<file path="src/rtl/pisa_alu_pkg.sv">
// Shared ALU definitions: legal opcode encodings, legality check and pipeline latency.
package pisa_alu_pkg;

    localparam int ALU_LATENCY = 1;

    // 0x3 (div), 0xC (mod) and every unlisted code are reserved.
    typedef enum logic [3:0] {
        OP_ADD = 4'h0,
        OP_SUB = 4'h1,
        OP_MUL = 4'h2,
        OP_AND = 4'h4,
        OP_OR  = 4'h6,
        OP_XOR = 4'h7,
        OP_SLL = 4'h8,
        OP_SRL = 4'h9,
        OP_SRA = 4'hA
    } alu_op_e;

    function automatic logic alu_op_legal(input logic [3:0] op);
        case (op)
            OP_ADD, OP_SUB, OP_MUL, OP_AND, OP_OR,
            OP_XOR, OP_SLL, OP_SRL, OP_SRA: return 1'b1;
            default:                        return 1'b0;
        endcase
    endfunction

endpackage

</file>
<file path="src/rtl/alu_result_fifo.sv">
// Synchronous result FIFO with registered occupancy count and pointer wrap modulo DEPTH.
module alu_result_fifo #(
    parameter int WIDTH = 38,
    parameter int DEPTH = 4,
    localparam int PTR_W = (DEPTH > 1) ? $clog2(DEPTH) : 1,
    localparam int CNT_W = $clog2(DEPTH + 1)
) (
    input  logic             clk,
    input  logic             rst_n,
    input  logic             push,
    input  logic [WIDTH-1:0] push_data,
    input  logic             pop,
    output logic [WIDTH-1:0] head,
    output logic [CNT_W-1:0] count
);

    logic [WIDTH-1:0] mem [DEPTH];
    logic [PTR_W-1:0] wr_ptr;
    logic [PTR_W-1:0] rd_ptr;
    logic             do_push;
    logic             do_pop;

    function automatic logic [PTR_W-1:0] next_ptr(input logic [PTR_W-1:0] ptr);
        return (ptr == PTR_W'(DEPTH - 1)) ? '0 : ptr + 1'b1;
    endfunction

    assign do_pop  = pop && (count != '0);
    assign do_push = push && ((count != CNT_W'(DEPTH)) || do_pop);
    assign head    = mem[rd_ptr];

    // NOTE: every register in a clocked block is assigned with <= so all of
    // them sample pre-edge values, independent of statement order.
    always_ff @(posedge clk or negedge rst_n) begin
        if (!rst_n) begin
            wr_ptr <= '0;
            rd_ptr <= '0;
            count  <= '0;
        end else begin
            if (do_push) wr_ptr <= next_ptr(wr_ptr);
            if (do_pop)  rd_ptr <= next_ptr(rd_ptr);
            case ({do_push, do_pop})
                2'b10:   count <= count + 1'b1;
                2'b01:   count <= count - 1'b1;
                default: count <= count;
            endcase
        end
    end

    // NOTE: the storage is reset only because it is tiny and the head must read
    // zero out of reset; larger buffers should leave storage unreset.
    always_ff @(posedge clk or negedge rst_n) begin
        if (!rst_n) begin
            for (int i = 0; i < DEPTH; i++) mem[i] <= '0;
        end else if (do_push) begin
            mem[wr_ptr] <= push_data;
        end
    end

endmodule

</file>
<file path="src/rtl/alu_issue.sv">
// Issue/result-collection stage around a one-cycle registered ALU, with credit-based
// admission so the ALU pipeline itself never needs to stall.
module alu_issue #(
    parameter int TAG_W = 5,
    parameter int DEPTH = 4
) (
    input  logic             clk,
    input  logic             rst_n,
    input  logic             in_valid,
    output logic             in_ready,
    input  logic [3:0]       in_opcode,
    input  logic [31:0]      in_a,
    input  logic [31:0]      in_b,
    input  logic [TAG_W-1:0] in_tag,
    output logic [3:0]       alu_opcode,
    output logic [31:0]      alu_a,
    output logic [31:0]      alu_b,
    input  logic [31:0]      alu_result,
    output logic             out_valid,
    input  logic             out_ready,
    output logic [31:0]      out_result,
    output logic [TAG_W-1:0] out_tag,
    output logic             out_illegal,
    output logic             busy
);

    import pisa_alu_pkg::*;

    localparam int CNT_W   = $clog2(DEPTH + 1);
    localparam int ENTRY_W = 32 + TAG_W + 1;

    logic             s1_valid;
    logic             s1_illegal;
    logic [3:0]       s1_opcode;
    logic [31:0]      s1_a;
    logic [31:0]      s1_b;
    logic [TAG_W-1:0] s1_tag;
    logic             s2_valid;
    logic             s2_illegal;
    logic [TAG_W-1:0] s2_tag;
    logic             accept;
    logic [CNT_W-1:0] fifo_count;
    logic [CNT_W:0]   credit_used;
    logic [ENTRY_W-1:0] push_data;
    logic [ENTRY_W-1:0] fifo_head;

    // Credits count everything that will eventually occupy a FIFO slot; built from
    // registered state only so out_ready never reaches in_ready combinationally.
    assign credit_used = (CNT_W + 1)'(fifo_count) + (CNT_W + 1)'(s1_valid)
                       + (CNT_W + 1)'(s2_valid);
    assign in_ready    = credit_used < (CNT_W + 1)'(DEPTH);
    assign accept      = in_valid && in_ready;

    // Operand registers hold their last value while s1 is empty.
    always_ff @(posedge clk or negedge rst_n) begin
        if (!rst_n) begin
            s1_valid   <= 1'b0;
            s1_illegal <= 1'b0;
            s1_opcode  <= '0;
            s1_a       <= '0;
            s1_b       <= '0;
            s1_tag     <= '0;
        end else begin
            s1_valid <= accept;
            if (accept) begin
                s1_opcode  <= in_opcode;
                s1_a       <= in_a;
                s1_b       <= in_b;
                s1_tag     <= in_tag;
                s1_illegal <= !alu_op_legal(in_opcode);
            end
        end
    end

    // s2 shadows the ALU's unreset result register; only s2_valid qualifies alu_result.
    always_ff @(posedge clk or negedge rst_n) begin
        if (!rst_n) begin
            s2_valid   <= 1'b0;
            s2_illegal <= 1'b0;
            s2_tag     <= '0;
        end else begin
            s2_valid   <= s1_valid;
            s2_illegal <= s1_illegal;
            s2_tag     <= s1_tag;
        end
    end

    assign alu_opcode = s1_opcode;
    assign alu_a      = s1_a;
    assign alu_b      = s1_b;
    assign push_data  = {(s2_illegal ? 32'd0 : alu_result), s2_tag, s2_illegal};

    alu_result_fifo #(
        .WIDTH (ENTRY_W),
        .DEPTH (DEPTH)
    ) u_fifo (
        .clk       (clk),
        .rst_n     (rst_n),
        .push      (s2_valid),
        .push_data (push_data),
        .pop       (out_ready),
        .head      (fifo_head),
        .count     (fifo_count)
    );

    assign out_valid = fifo_count != '0;
    assign {out_result, out_tag, out_illegal} = fifo_head;
    assign busy = s1_valid || s2_valid || out_valid;

endmodule
</file>
<file path="config.mk">
export PLATFORM = sky130hd
export DESIGN_NAME = alu_issue
export DESIGN_NICKNAME = d
export VERILOG_FILES = /design/src/rtl/pisa_alu_pkg.sv /design/src/rtl/alu_result_fifo.sv /design/src/rtl/alu_issue.sv
export SDC_FILE = /design/constraint.sdc
export NUM_CORES = 1
export LEC_CHECK = 0
export CAP_MARGIN = 10
export CORE_UTILIZATION = 57
export CTS_BUF_LIST = sky130_fd_sc_hd__clkbuf_8
export DETAILED_ROUTE_END_ITERATION = 12
export PLACE_DENSITY = 0.88
export SLEW_MARGIN = 20
export SYNTH_ARGS = -nofsm -noshare
export SYNTH_HDL_FRONTEND = slang
export SYNTH_HIERARCHICAL = 1
export SYNTH_SLANG_ARGS = --single-unit
</file>
<file path="constraint.sdc">
create_clock -name clk -period 4.56 [get_ports clk]
set_input_delay 1.14 -clock clk [delete_from_list [all_inputs] [get_ports clk]]
set_output_delay 1.14 -clock clk [all_outputs]
set_load 0.01 [all_outputs]
</file>
==> run metrics, run 1 <==
ANT nets after route=0; die width=approximately 140 µm; I/O Buffers=between 200 and 250; Critical Path AT=about 2600 ps; Site Rows=48; Initial DRT Pass Iterations=4; Fin Setup TNS=0 ps; layout cells sized above 1=33.6%; min Tclk post-route=roughly 3700 ps; # hold bufs at CTS=0; CTS Sinks=approximately 240; unrepaired setup endpoints after global routing=no; setup violation total in the final timing report=0; DP HPWL=between 10,000 and 15,000 µm; DRC errors left=0; total CTS buffers=40; post-route clock period utilization=around 80%; initial antenna violation count=0; Max Clock Skew=between 15 and 20 ps; Synthesized Nets=734; DRT iter0 DRCs=169; Total Power=just over 10 mW; synthesis-to-finish area growth=30.6%; Worst Setup Path Type=reg -> out; Hold Path Class=reg -> reg; Initial Util=around 59%; Crit path required time=around 3400 ps; slew margin rel.=a little over a quarter; routed vias=around 6,000; GR Overflow Total=0; Routed wire per std cell=roughly 21 µm; Worst setup SP type=flop; total of max-cap violations=0; diode count=0; die height=approximately 140 µm; full die area=18,600 µm²; Mapped Area=roughly 10,000 µm²; core area=between 15,000 and 20,000 µm²; Via-to-Cell Ratio=~5.5; WL final=23,100 µm; CTS clk-pin slew, worst paths=approximately 60 ps; #FFs+latches synth=between 200 and 250; root buffer cell=clkbuf_8; Max FO, Critical Path=40; Hold Vio Cnt, Final=0; H-tree depth=2; synthesized area per cell=~17 µm²; # fillers=roughly 1,000; clk buf depth=3; Seq/Total Area, Yosys=between 50% and 60%; CTS tree=yes; synthesis warning total=6; Worst Tran Pin Value=between 1000 and 1500 ps; Post-CTS Resized=0; vias in the first global route=a little over 7,000; Post-CTS Setup Bufs=0; IO Count=218; fmax=269 MHz; pin count of the biggest net entering global routing=~120; first-pass GRT wire length=about 37,000 µm; synthesized instance count=~600; RePlAce Congestion=about 0.78; P_leak=around 5.7 nW; power density over cell area=~760 nW/µm²; Setup crit end kind=output port; worst skew pair latency=520 ps; Slew Limit Fails=0; status=finished, final reports clean; Unique masters post-synth=27; Max rail drop VDD=just under 0.0005 V; Final nets=between 900 and 1,000; Overall Global Routing Usage=about a quarter
layout make-up:
class	instances	area, µm²	area share [%]
Inverter	6	22.5	0.168
Sequential cell	241	6030	45.0
Clock inverter	17	103	0.765
Tap cell	225	282	2.10
Timing Repair Buffer	228	2280	17.0
Clock buffer	52	716	5.34
Multi-Input combinational cell	334	3970	29.6
path summary, 6_finish.rpt:
kind	slack (ps)	cells past startpoint	from	to
worst max-delay path	840	2	u_fifo/rd_ptr[1]	out_result[0]
worst min-delay path	370	0	s1_tag[1]	s2_tag[1]
worst max register to register	2040	8	u_fifo/count[1]	u_fifo/count[2]
worst min register to register	370	0	s1_tag[1]	s2_tag[1]
max in group asynchronous	2900	2	rst_n	u_fifo/rd_ptr[1]
min in group asynchronous	680	1	rst_n	u_fifo/mem[143]
cells by family after synthesis:
family	Yosys count	share of synthesized area (%)
buffers and inverters	42	2.95
and+or+nand+nor	48	2.84
DFF	241	58.7
adders and majority gates	8	1.05
AOI/OAI and AO/OA	6	0.439
xor gates and xnor gates	4	0.341
muxes	268	33.7
sequential cells by signal, summed over array words and instances, names as in the netlist:
name           count
alu_b             32
u_fifo/wr_ptr      2
u_fifo/rd_ptr      2
u_fifo/mem       152
s2_tag             5
s1_illegal         1
alu_opcode         4
s2_valid           1
u_fifo/count       3
s1_tag             5
s1_valid           1
alu_a             32
s2_illegal         1
layer usage:
| layer | GRT usage [%] | vias to the layer above | share of wire (%) |
|---|---|---|---|
| met5 | 0 | - | 0 |
| met3 | 7.90 | 40 | 6.9 |
| li1 | - | 2694 | - |
| met1 | 30.5 | 3162 | 39 |
| met4 | 8.33 | 0 | 2.0 |
| met2 | 46.5 | 198 | 52 |
layout by cell type, fill, tap and decap left out, types with 2 or more instances in the layout:
cell,n
dfrtp_1,239
clkdlybuf4s50_1,216
mux2_2,175
clkbuf_8,52
mux2_1,51
mux4_2,38
nor2b_1,32
inv_1,16
buf_4,9
ha_1,7
clkinv_2,4
nand2_1,4
nor2_4,4
xor2_1,3
mux2_4,3
or3_1,2
a21o_1,2
nand2b_1,2
clkinvlp_4,2
buf_12,2
nor2_1,2
dfrtp_2,2
synthesized netlist by cell type:
cell type	number	area share (%)
buf_2	11	0.54
mux2i_1	1	0.097
buf_4	1	0.073
mux2_2	175	19
buf_6	17	1.9
nor3_1	1	0.049
or3_1	2	0.12
nor2_1	6	0.22
a21oi_1	1	0.049
nor4b_4	1	0.23
fa_1	1	0.19
a22o_1	1	0.085
dfrtp_1	241	59
a21oi_2	1	0.085
nor2b_1	32	1.9
xor2_1	3	0.26
xnor2_1	1	0.085
inv_1	6	0.22
ha_1	7	0.85
nand2b_1	2	0.12
clkbuf_1	7	0.26
nand2_1	4	0.15
mux4_2	38	8.3
mux2_4	3	0.44
o31ai_1	1	0.073
mux2_1	51	5.6
a21o_1	2	0.15
report_power, final:
| part | switching [mW] | total, mW | internal [mW] |
|---|---|---|---|
| Clock | 0.814 | 1.89 | 1.08 |
| Combinational | 1.66 | 4.34 | 2.68 |
| Sequential | 0.707 | 3.91 | 3.20 |
worst max-delay path: stages (launching register included):
cell	delay, ps
dfrtp_2	1090
mux4_2	390
clkdlybuf4s50_1	580
through the flow:
step                instance area, µm²  hold WS [ps]  util [%]  worst slack (ps)  cells
global route                     13400           388      77.0               675   1103
floorplan                        10300           347         -              1900    617
finish                           13400           374      77.0               838   1103
detailed placement               12600           359      72.3               983   1034
global placement                 12600           356      72.3              1050   1034
CTS                              13400           374      77.0               768   1103
(Power assumes the default switching activity.)
==> run 2: changes to the inputs <==
CORE_UTILIZATION = 48   (was 57)
PLACE_DENSITY = 0.79   (was 0.88)
clock period = 3.2 ns   (was 4.56 ns; I/O delays follow)
==> run 2 against run 1 <==
Compared with the run above: routed wire length is 0.36% lower; critical endpoint is now out_tag[4]; sequential power is 39% higher; non-clock buffer count increased by 10; global-route usage is 4.2 points lower; sequential cell count unchanged; worst hold slack got worse by 62 ps; total power up 43%; combinational power rose by 47%; die area rose by 18%; sequential share of layout area fell by 0.62 points; critical path type unchanged; count of clock-buffer cells in the layout is 6 lower.
==> run metrics, run 2 (same netlist as run 1, synthesis figures left out) <==
status=finished, final reports clean (unchanged); full die area=22,000 µm² (was 18,600 µm²); power density over cell area=1070 nW/µm² (was 755 nW/µm²); min Tclk post-route=between 3000 and 4000 ps; Post-CTS Resized=1 (was 0); CTS tree=yes (unchanged); met1 usage=26.2% (was 30.5%); # hold bufs at CTS=0 (unchanged); Post-CTS Setup Bufs=0 (unchanged); synthesis-to-finish area growth=32.5% (was 30.6%); GR Overflow Total=0 (unchanged); initial antenna violation count=0 (unchanged); DP HPWL=15,000 µm (was 14,700 µm); P_leak=5.78 nW (was 5.72 nW); Hold Vio Cnt, Final=0 (unchanged); pin count of the biggest net entering global routing=92 (was 115); Most Used Layer, Global Route=met2 (unchanged); Max rail drop VDD=0.000705 V (was 0.000485 V); layout cells sized above 1=33.7% (was 33.6%); root buffer cell=clkbuf_8 (unchanged); ANT nets after route=0 (unchanged); Worst setup SP type=flop (unchanged); Hold Slack=312 ps (was 374 ps); Total Power=14.5 mW (was 10.1 mW); most frequent cells in the layout=dfrtp_1 (239), clkdlybuf4s50_1 (216), mux2_2 (175), mux2_1 (51), clkbuf_8 (46) (was dfrtp_1 (239), clkdlybuf4s50_1 (216), mux2_2 (175), clkbuf_8 (52), mux2_1 (51)); Initial Util=48.8% (was 59.0%); die height=148 µm (was 136 µm); worst setup margin=107 ps (was 838 ps); Via-to-Cell Ratio=5.31 (was 5.52); Max FO, Critical Path=29 (was 40); Max Clock Skew=26.3 ps (was 17.8 ps); Reg area=6040 µm² (was 6030 µm²); setup violation total in the final timing report=0 (unchanged); worst skew pair latency=530 ps (was 520 ps); Routed wire per std cell=19.9 µm (was 21.0 µm); total of max-cap violations=0 (unchanged); clk buf depth=3 (unchanged); # fillers=1,487 (was 1,005); first-pass GRT wire length=37,500 µm (was 36,600 µm); total CTS buffers=40 (unchanged); leading cell type in the layout, fill and taps excluded=dfrtp_1 (unchanged); diode count=0 (unchanged); max FFs per register=152 (unchanged); vias in the first global route=7,161 (was 7,098); Hold Path Class=in -> async (was reg -> reg); Site Rows=53 (was 48); CTS Sinks=241 (unchanged); Initial DRT Pass Iterations=4 (unchanged); routed vias=6,154 (was 6,094); IO Count=218 (unchanged); Worst Setup Path Type=reg -> out (unchanged); register bank with the most flops=u_fifo/mem (unchanged); Worst Tran Pin Value=689 ps (was 1090 ps); fmax=between 300 and 400 MHz; met3 Use GR=6.50% (was 7.90%); Crit path required time=2400 ps (was 3420 ps); WL final=23,000 µm (was 23,100 µm); Overall Global Routing Usage=22.1% (was 26.3%); I/O Buffers=217 (unchanged); post-route clock period utilization=96.7%; placed cells=1,094 (was 1,034); DRC errors left=0 (unchanged); post-layout util=64.7% (was 77.0%); Critical Path AT=2290 ps (was 2580 ps); DRT iter0 DRCs=195 (was 169); dpl cell area=12,800 µm² (was 12,600 µm²); Post-Layout Inst Area=13,600 µm² (was 13,400 µm²); unrepaired setup endpoints after global routing=no (unchanged); Slew Limit Fails=0 (unchanged); Final nets=978 (was 968); core area=21,000 µm² (was 17,400 µm²); Setup crit end kind=output port (unchanged); routing usage on met2=38.6% (was 46.5%); H-tree depth=2 (unchanged); RePlAce Congestion=0.745 (was 0.783); die width=148 µm (was 136 µm); Fin Setup TNS=0 ps (unchanged); CTS clk-pin slew, worst paths=60 ps (about the same); final std cells w/o fill=1,160 (was 1,103); slew margin rel.=54.1% (was 27.1%); area of the multi-input gates=3970 µm² (unchanged); pre-CTS WS=320 ps (was 983 ps)
run 2: cell types whose count changed in the layout (fill, tap and decap cells not counted), sizes merged:
cell / previous run / this run
buf: 12 / 22
clkinv: 4 / 1
inv: 16 / 20
clkbuf: 52 / 46
bufinv: 1 / 3
run 2: power by group:
group,switching [mW],internal [mW],total [mW]
Clock,1.16,1.54,2.70
Sequential,0.890,4.56,5.45
Combinational,2.46,3.90,6.36
run 2: worst max-delay path, cell delays in order (launching register included):
cell             delay (ps)
dfrtp_2                 380
buf_12                  260
mux4_2                  550
clkdlybuf4s50_1         550
run 2: final cells by class:
cell class                      instances  share of cell area [%]
Clock buffer                           46                    4.65
Clock inverter                         20                    1.20
Tap cell                              275                    2.53
Inverter                                6                   0.166
Timing Repair Buffer                  238                    17.9
Multi-Input combinational cell        334                    29.2
Sequential cell                       241                    44.4
run 2: path summary, 6_finish.rpt:
check / from / to / slack [ps] / cells after the start
max reg2reg: u_fifo/count[0] / alu_a[0] / 950 / 5
min in group clk: s1_tag[4] / s2_tag[4] / 370 / 0
min reg2reg: s1_tag[4] / s2_tag[4] / 370 / 0
min: rst_n / u_fifo/mem[104] / 310 / 1
max: u_fifo/rd_ptr[0] / out_tag[4] / 110 / 3
max in group asynchronous: rst_n / u_fifo/mem[59] / 2090 / 2
run 2: metal layers:
metal	wire, µm	vias up
li1	-	2713
met1	9050	3190
met2	11800	212
met3	1720	39
met4	456	0
met5	0	-
